==> config.mk <==
export PLATFORM = sky130hd
export DESIGN_NAME = pam4_tx_mapper_flat
export DESIGN_NICKNAME = d
export VERILOG_FILES = /design/src/rtl/pam4_tx_mapper_pkg.sv /design/src/rtl/pam4_tx_mapper_if.sv /design/src/rtl/pam4_tx_mapper_level_lut.sv /design/src/rtl/pam4_tx_mapper.sv /design/src/flat_wrapper.sv
export SDC_FILE = /design/constraint.sdc
export NUM_CORES = 1
export LEC_CHECK = 0
export CORE_MARGIN = 2
export CORE_UTILIZATION = 40
export DETAILED_ROUTE_END_ITERATION = 8
export PLACE_DENSITY = 0.81
export SLEW_MARGIN = 20
export SYNTH_ARGS = -nofsm -noshare
export SYNTH_HDL_FRONTEND = slang
export SYNTH_SLANG_ARGS = --single-unit
==> constraint.sdc <==
create_clock -name clk_i -period 2.3 [get_ports clk_i]
set_clock_uncertainty 0.2 [all_clocks]
set_input_delay 0.23 -clock clk_i [delete_from_list [all_inputs] [get_ports clk_i]]
set_output_delay 0.23 -clock clk_i [all_outputs]
set_load 0.01 [all_outputs]
==> src/rtl/pam4_tx_mapper_pkg.sv <==
// Shared constants and level arithmetic for the PAM4 TX mapper.
// The level map is Gray when PAM4_GRAY_EN is defined and natural binary otherwise.
package pam4_tx_mapper_pkg;

    localparam logic [0:0] ST_IDLE  = 1'b0;
    localparam logic [0:0] ST_SHIFT = 1'b1;

    function automatic int level_width(input int pr_len, input int res);
        return pr_len * res;
    endfunction

    // Signed level for one 2-bit symbol; the caller truncates to its level width.
    function automatic logic signed [31:0] pam4_level(input logic [1:0] sym, input int s);
        logic [1:0]         rank;
        logic signed [31:0] lvl;
`ifdef PAM4_GRAY_EN
        rank = {sym[1], sym[1] ^ sym[0]};
`else
        rank = sym;
`endif
        case (rank)
            2'd0:    lvl = -((32'sd3 * s) / 32'sd2);
            2'd1:    lvl = -(s / 32'sd2);
            2'd2:    lvl = s / 32'sd2;
            2'd3:    lvl = (32'sd3 * s) / 32'sd2;
            default: lvl = 32'sd0;
        endcase
        return lvl;
    endfunction

endpackage

==> src/rtl/pam4_tx_mapper_if.sv <==
// Word input and level output handshakes of the PAM4 TX mapper.
interface pam4_tx_mapper_if #(
    parameter int DATA_WIDTH = 8,
    parameter int LEVEL_W    = 16
);
    logic [DATA_WIDTH-1:0]     in_data;
    logic                      in_valid;
    logic                      in_ready;
    logic signed [LEVEL_W-1:0] out_level;
    logic                      out_valid;
    logic                      out_ready;

    modport master (
        output in_data, in_valid, out_ready,
        input  in_ready, out_level, out_valid
    );

    modport slave (
        input  in_data, in_valid, out_ready,
        output in_ready, out_level, out_valid
    );
endinterface

==> src/rtl/pam4_tx_mapper_level_lut.sv <==
// Combinational 2-bit symbol to signed PAM4 level lookup.
module pam4_level_lut
    import pam4_tx_mapper_pkg::*;
#(
    parameter int SYMBOL_SEPERATION = 56,
    parameter int LEVEL_W           = 16
) (
    input  logic [1:0]                sym_i,
    output logic signed [LEVEL_W-1:0] level_o
);
    logic signed [31:0] level_full_s;

    always_comb begin
        level_full_s = pam4_level(sym_i, SYMBOL_SEPERATION);
        level_o      = level_full_s[LEVEL_W-1:0];
    end
endmodule

==> src/rtl/pam4_tx_mapper.sv <==
// PAM4 TX mapper: splits words into 2-bit symbols (MSB pair first), one level per cycle.
// Build option PAM4_GRAY_EN selects the Gray level map instead of natural binary.
module pam4_tx_mapper
    import pam4_tx_mapper_pkg::*;
#(
    parameter int PULSE_RESPONSE_LENGTH = 2,
    parameter int SIGNAL_RESOLUTION     = 8,
    parameter int SYMBOL_SEPERATION     = 56,
    parameter int DATA_WIDTH            = 8
) (
    input  logic              clk_i,
    input  logic              rst_i,
    pam4_tx_mapper_if.slave   bus,
    output logic [31:0]       sym_count_o
);
    localparam int LEVEL_W = level_width(PULSE_RESPONSE_LENGTH, SIGNAL_RESOLUTION);
    localparam int NSYM    = DATA_WIDTH / 2;
    localparam int IDX_W   = (NSYM > 1) ? $clog2(NSYM) : 1;

    logic [0:0]                state_q, state_d;
    logic [IDX_W-1:0]          idx_q, idx_d;
    logic [DATA_WIDTH-1:0]     shreg_q, shreg_d;
    logic signed [LEVEL_W-1:0] level_q, level_d;
    logic                      valid_q, valid_d;
    logic [31:0]               count_q, count_d;

    logic                      last_s;
    logic                      xfer_s;
    logic                      in_ready_s;
    logic                      accept_s;
    logic [DATA_WIDTH-1:0]     shifted_s;
    logic [1:0]                next_sym_s;
    logic signed [LEVEL_W-1:0] next_level_s;

    assign last_s     = (idx_q == IDX_W'(NSYM - 1));
    assign xfer_s     = valid_q & bus.out_ready;
    assign in_ready_s = ~rst_i & ((state_q == ST_IDLE) |
                                  ((state_q == ST_SHIFT) & last_s & bus.out_ready));
    assign accept_s   = bus.in_valid & in_ready_s;
    assign shifted_s  = shreg_q << 2;
    // A freshly accepted word always takes priority over the shifted remainder.
    assign next_sym_s = accept_s ? bus.in_data[DATA_WIDTH-1 -: 2] : shifted_s[DATA_WIDTH-1 -: 2];

    pam4_level_lut #(
        .SYMBOL_SEPERATION (SYMBOL_SEPERATION),
        .LEVEL_W           (LEVEL_W)
    ) u_lut (
        .sym_i   (next_sym_s),
        .level_o (next_level_s)
    );

    always_comb begin
        state_d = state_q;
        idx_d   = idx_q;
        shreg_d = shreg_q;
        level_d = level_q;
        valid_d = valid_q;
        count_d = count_q;
        if (xfer_s) begin
            count_d = count_q + 32'd1;
        end else begin
            count_d = count_q;
        end
        if (accept_s) begin
            state_d = ST_SHIFT;
            idx_d   = '0;
            shreg_d = bus.in_data;
            level_d = next_level_s;
            valid_d = 1'b1;
        end else if ((state_q == ST_SHIFT) && xfer_s) begin
            if (last_s) begin
                state_d = ST_IDLE;
                valid_d = 1'b0;
            end else begin
                idx_d   = idx_q + IDX_W'(1);
                shreg_d = shifted_s;
                level_d = next_level_s;
            end
        end else begin
            state_d = state_q;
        end
    end

    always_ff @(posedge clk_i) begin
        if (rst_i) begin
            state_q <= ST_IDLE;
            idx_q   <= '0;
            shreg_q <= '0;
            level_q <= '0;
            valid_q <= 1'b0;
            count_q <= 32'd0;
        end else begin
            state_q <= state_d;
            idx_q   <= idx_d;
            shreg_q <= shreg_d;
            level_q <= level_d;
            valid_q <= valid_d;
            count_q <= count_d;
        end
    end

    assign bus.in_ready  = in_ready_s;
    assign bus.out_level = level_q;
    assign bus.out_valid = valid_q;
    assign sym_count_o   = count_q;
endmodule

==> src/flat_wrapper.sv <==
// flat-port wrapper written by rule: the top's interface ports become plain ports
module pam4_tx_mapper_flat import pam4_tx_mapper_pkg::*;
#(
    parameter int PULSE_RESPONSE_LENGTH = 2,
    parameter int SIGNAL_RESOLUTION     = 8,
    parameter int SYMBOL_SEPERATION     = 56,
    parameter int DATA_WIDTH            = 8
)
  (clk_i, rst_i, sym_count_o, bus_in_data, bus_in_valid, bus_out_ready, bus_in_ready, bus_out_level, bus_out_valid);
  pam4_tx_mapper_if #(.DATA_WIDTH(DATA_WIDTH), .LEVEL_W((16))) bus_i ();
  input  logic clk_i;
  input  logic rst_i;
  output logic [31:0] sym_count_o;
  input wire logic [$bits(bus_i.in_data)-1:0] bus_in_data;
  input wire logic [$bits(bus_i.in_valid)-1:0] bus_in_valid;
  input wire logic [$bits(bus_i.out_ready)-1:0] bus_out_ready;
  output wire logic [$bits(bus_i.in_ready)-1:0] bus_in_ready;
  output wire logic [$bits(bus_i.out_level)-1:0] bus_out_level;
  output wire logic [$bits(bus_i.out_valid)-1:0] bus_out_valid;
  assign bus_i.in_data = bus_in_data;
  assign bus_i.in_valid = bus_in_valid;
  assign bus_i.out_ready = bus_out_ready;
  assign bus_in_ready = bus_i.in_ready;
  assign bus_out_level = bus_i.out_level;
  assign bus_out_valid = bus_i.out_valid;
  pam4_tx_mapper #(.PULSE_RESPONSE_LENGTH(PULSE_RESPONSE_LENGTH), .SIGNAL_RESOLUTION(SIGNAL_RESOLUTION), .SYMBOL_SEPERATION(SYMBOL_SEPERATION), .DATA_WIDTH(DATA_WIDTH)) u_core (.clk_i(clk_i), .rst_i(rst_i), .bus(bus_i), .sym_count_o(sym_count_o));
endmodule
==> flow_metrics.env <==
export IMPL_fp_dieH_um=77.4
export IMPL_critPathTopFamily="simple AND/OR/NAND/NOR gates"
export IMPL_busiest_layer="met2"
export IMPL_grtUsageTotal_pct=17.2
export IMPL_nets=331
export IMPL_crit_required_ns=2.33
export IMPL_drive_gt1_share_pct=11.1
export IMPL_clock_sink_count=46
export IMPL_critPathLaunchType="flip-flop"
export IMPL_yosys_warnings=0
export IMPL_drc=0
export IMPL_totalWireLength_um=5070
export IMPL_cts_resized=0
export IMPL_yosysTopAreaCellShare_pct=42.7
export IMPL_rows=26
export IMPL_grt_pass1_vias=1917
export IMPL_max_freq_mhz=461
export IMPL_synth_most_common_cell="dfxtp_1"
export IMPL_globalplace_congestion=0.781
export IMPL_grt_pass1_wl_um=8610
export IMPL_r2r_start="u_core.sym_count_o[11]"
export IMPL_rsz0062_at_grt="false"
export IMPL_clkSlewWorstSetupHoldPaths_ns=0.08
export IMPL_rr_worst_depth=4
export IMPL_clock_latency_ns=0.29
export IMPL_min_period_ns=2.17
export IMPL_synth_top_cells_by_count="dfxtp_1 (46), a21oi_1 (24), nor2_1 (21), nand2_1 (19), nand3_1 (17)"
export IMPL_avgSynthCellArea_um2=8.53
export IMPL_antenna_found_initial=0
export IMPL_portBuffers=59
export IMPL_tritoncts="built"
export IMPL_crit_path_end_kind="flip-flop"
export IMPL_hold_viol=0
export IMPL_fin_area_mm2=0.00294
export IMPL_ios=62
export IMPL_hold_ws_ns=0.268
export IMPL_path_cells="nand4_2, or4_4, or4_1, a21oi_1"
export IMPL_setup_violations=0
export IMPL_worstHoldStart="u_core.shreg_q[1]"
export IMPL_drv_slew=0
export IMPL_grt_max_degree=35
export IMPL_die_w_um=77.4
export IMPL_vdd_drop_max_uv=337
export IMPL_use_met1_pct=21.4
export IMPL_drv_cap=0
export IMPL_period_share_pct=94.3
export IMPL_worstPathArrival_ns=2.19
export IMPL_ys_seq_area_share_pct=42.7
export IMPL_status="completed"
export IMPL_synth_edf_count=0
export IMPL_cp_slowest_cell="or4_4"
export IMPL_r2r_end="u_core.sym_count_o[31]"
export IMPL_cts_root_buf="clkbuf_8"
export IMPL_dieArea_mm2=0.00600
export IMPL_synth_largest_area_cell="dfxtp_1"
export IMPL_start_util_pct=42.0
export IMPL_firstDrtPassIters=4
export IMPL_post_route_util_pct=57.1
export IMPL_routed_via_count=2088
export IMPL_p_per_area_mw_per_mm2=499
export IMPL_path_class="reg2reg"
export IMPL_ys_flop_type="dfxtp_1"
export IMPL_antennaDiodeCount=0
export IMPL_dp_cells=378
export IMPL_synthesis_area_mm2=0.00216
export IMPL_met3_usage_pct=4.53
export IMPL_rrSetupSlack_ns=0.13
export IMPL_netlist_instances=253
export IMPL_via_per_inst=5.41
export IMPL_synthToLayoutAreaGrowth_pct=36.1
export IMPL_ys_async_sr_fraction_pct=0
export IMPL_critPathMaxFanout=16
export IMPL_numCtsBuffers=5
export IMPL_hold_path_end="u_core.shreg_q[1]"
export IMPL_dpl_cell_area_mm2=0.00284
export IMPL_synth_cell_types=37
export IMPL_core_region_area_mm2=0.00514
export IMPL_dr_first_iter_drc_count=73
export IMPL_grt_remaining_overflow=0
export IMPL_slowest_delay_ns=0.66
export IMPL_synth_area_top_cells="dfxtp_1 (43%), a21oi_1 (5.6%), or4_1 (4.9%)"
export IMPL_antenna_left=0
export IMPL_min_path_cells=2
export IMPL_wl_per_cell_um=13.1
export IMPL_gr_usage_met2_pct=28.5
export IMPL_critPathBufInv=0
export IMPL_fin_cells=386
export IMPL_synth_seq_cells=46
export IMPL_min_path_type="reg2reg"
export IMPL_h_tree_depth=2
export IMPL_cts_path_max_buffers=2
export IMPL_startpoint="u_core.sym_count_o[11]"
export IMPL_cellLeakagePower_uw=0.000969
export IMPL_dp_hpwl_um=3590
[routing by layer]
layer  wire, um  part of all wire (%)  vias to the layer above
met1       2350                    46                      990
li1           -                     -                     1042
met5          0                     0                        -
met2       2450                    48                       50
met4         51                   1.0                        0
met3        217                   4.3                        6
[tightest hold or removal path: cells and delay by family, from the launching register on]
family / cells / cell delay, ns
simple gates: 1 / 0.06
compound gates: 1 / 0.06
flops: 1 / 0.31
[cells by family (layout without fill, tap and decap cells)]
| logic type | Yosys count | count (layout) | share of synthesized area (%) |
|---|---|---|---|
| AO/OA/AOI/OAI | 54 | 54 | 16.1 |
| XOR/XNOR | 13 | 13 | 5.28 |
| adder cells (fa/ha/maj) | 2 | 2 | 1.16 |
| buffers and inverters | 33 | 95 | 8.59 |
| flip-flops | 46 | 46 | 42.7 |
| multiplexers | 1 | 1 | 0.464 |
| other | 1 | 2 | 0.174 |
| AND/OR/NAND/NOR | 103 | 103 | 25.5 |
[flip-flops by register name (all words and copies together), names as in the netlist]
name	cells
u_core.bus.out_level	5
u_core.sym_count_o	32
u_core.shreg_q	6
u_core.bus.out_valid	1
u_core.idx_q	2
[placed cells by master, fill, tap and decap left out]
master and instances:
a21bo_2 1, a21boi_0 1, a21oi_1 24, a22oi_1 2, a311oi_1 3, and3_1 3, and4_1 1, and4_2 1
buf_4 23, clkbuf_8 6, clkdlybuf4s50_1 59, conb_1 2, dfxtp_1 46, ha_1 2, inv_1 7, mux2i_1 1
nand2_1 19, nand3_1 17, nand4_1 6, nand4_2 1, nor2_1 21, nor3_1 6, nor4_1 4, o21ai_0 5
o22a_1 1, o311a_1 2, o311ai_0 1, o31ai_1 13, o41ai_1 1, or2_2 2, or3_1 7, or4_1 14
or4_4 1, xnor2_1 11, xor2_1 2
[report_power, final]
| group | switching (uW) | total [uW] | internal [uW] |
|---|---|---|---|
| Clock | 254 | 486 | 232 |
| Sequential | 12.6 | 825 | 813 |
| Combinational | 69.5 | 154 | 84.9 |
| Total | 336 | 1470 | 1130 |
[worst max path at each step]
stage / endpoint / depth (start not counted) / slack [ns]
global placement: u_core.sym_count_o[30] / 6 / 0.01
floorplan: u_core.sym_count_o[18] / 6 / 0.19
detailed placement: u_core.sym_count_o[31] / 6 / -0.05
finish: u_core.sym_count_o[31] / 4 / 0.13
global route: u_core.sym_count_o[31] / 4 / 0.003
CTS: u_core.sym_count_o[31] / 4 / 0.15
[cell type report]
cell class	instances	area, um2
Inverter	7	26.3
Sequential cell	46	921
Fill cell	495	2200
Timing Repair Buffer	82	763
Multi-Input combinational cell	175	1050
Tap cell	70	87.6
Clock buffer	6	82.6
[metrics by stage]
step           power [uW]  TNS (ns)  setup WS, ns
2_1_floorplan         930         0         0.187
3_3_place_gp          996         0        0.0112
3_5_place_dp          999    -0.183       -0.0456
4_1_cts              1470         0         0.146
5_1_grt              1520         0       0.00331
6_report             1470         0         0.131
[timing repair]
| action | in CTS | in global routing |
|---|---|---|
| hold buffers | 0 | 0 |
| setup endpoints to repair | 0 | 1 |
| setup buffers | 0 | 2 |
Note: power is estimated with default switching activity, not from simulation.
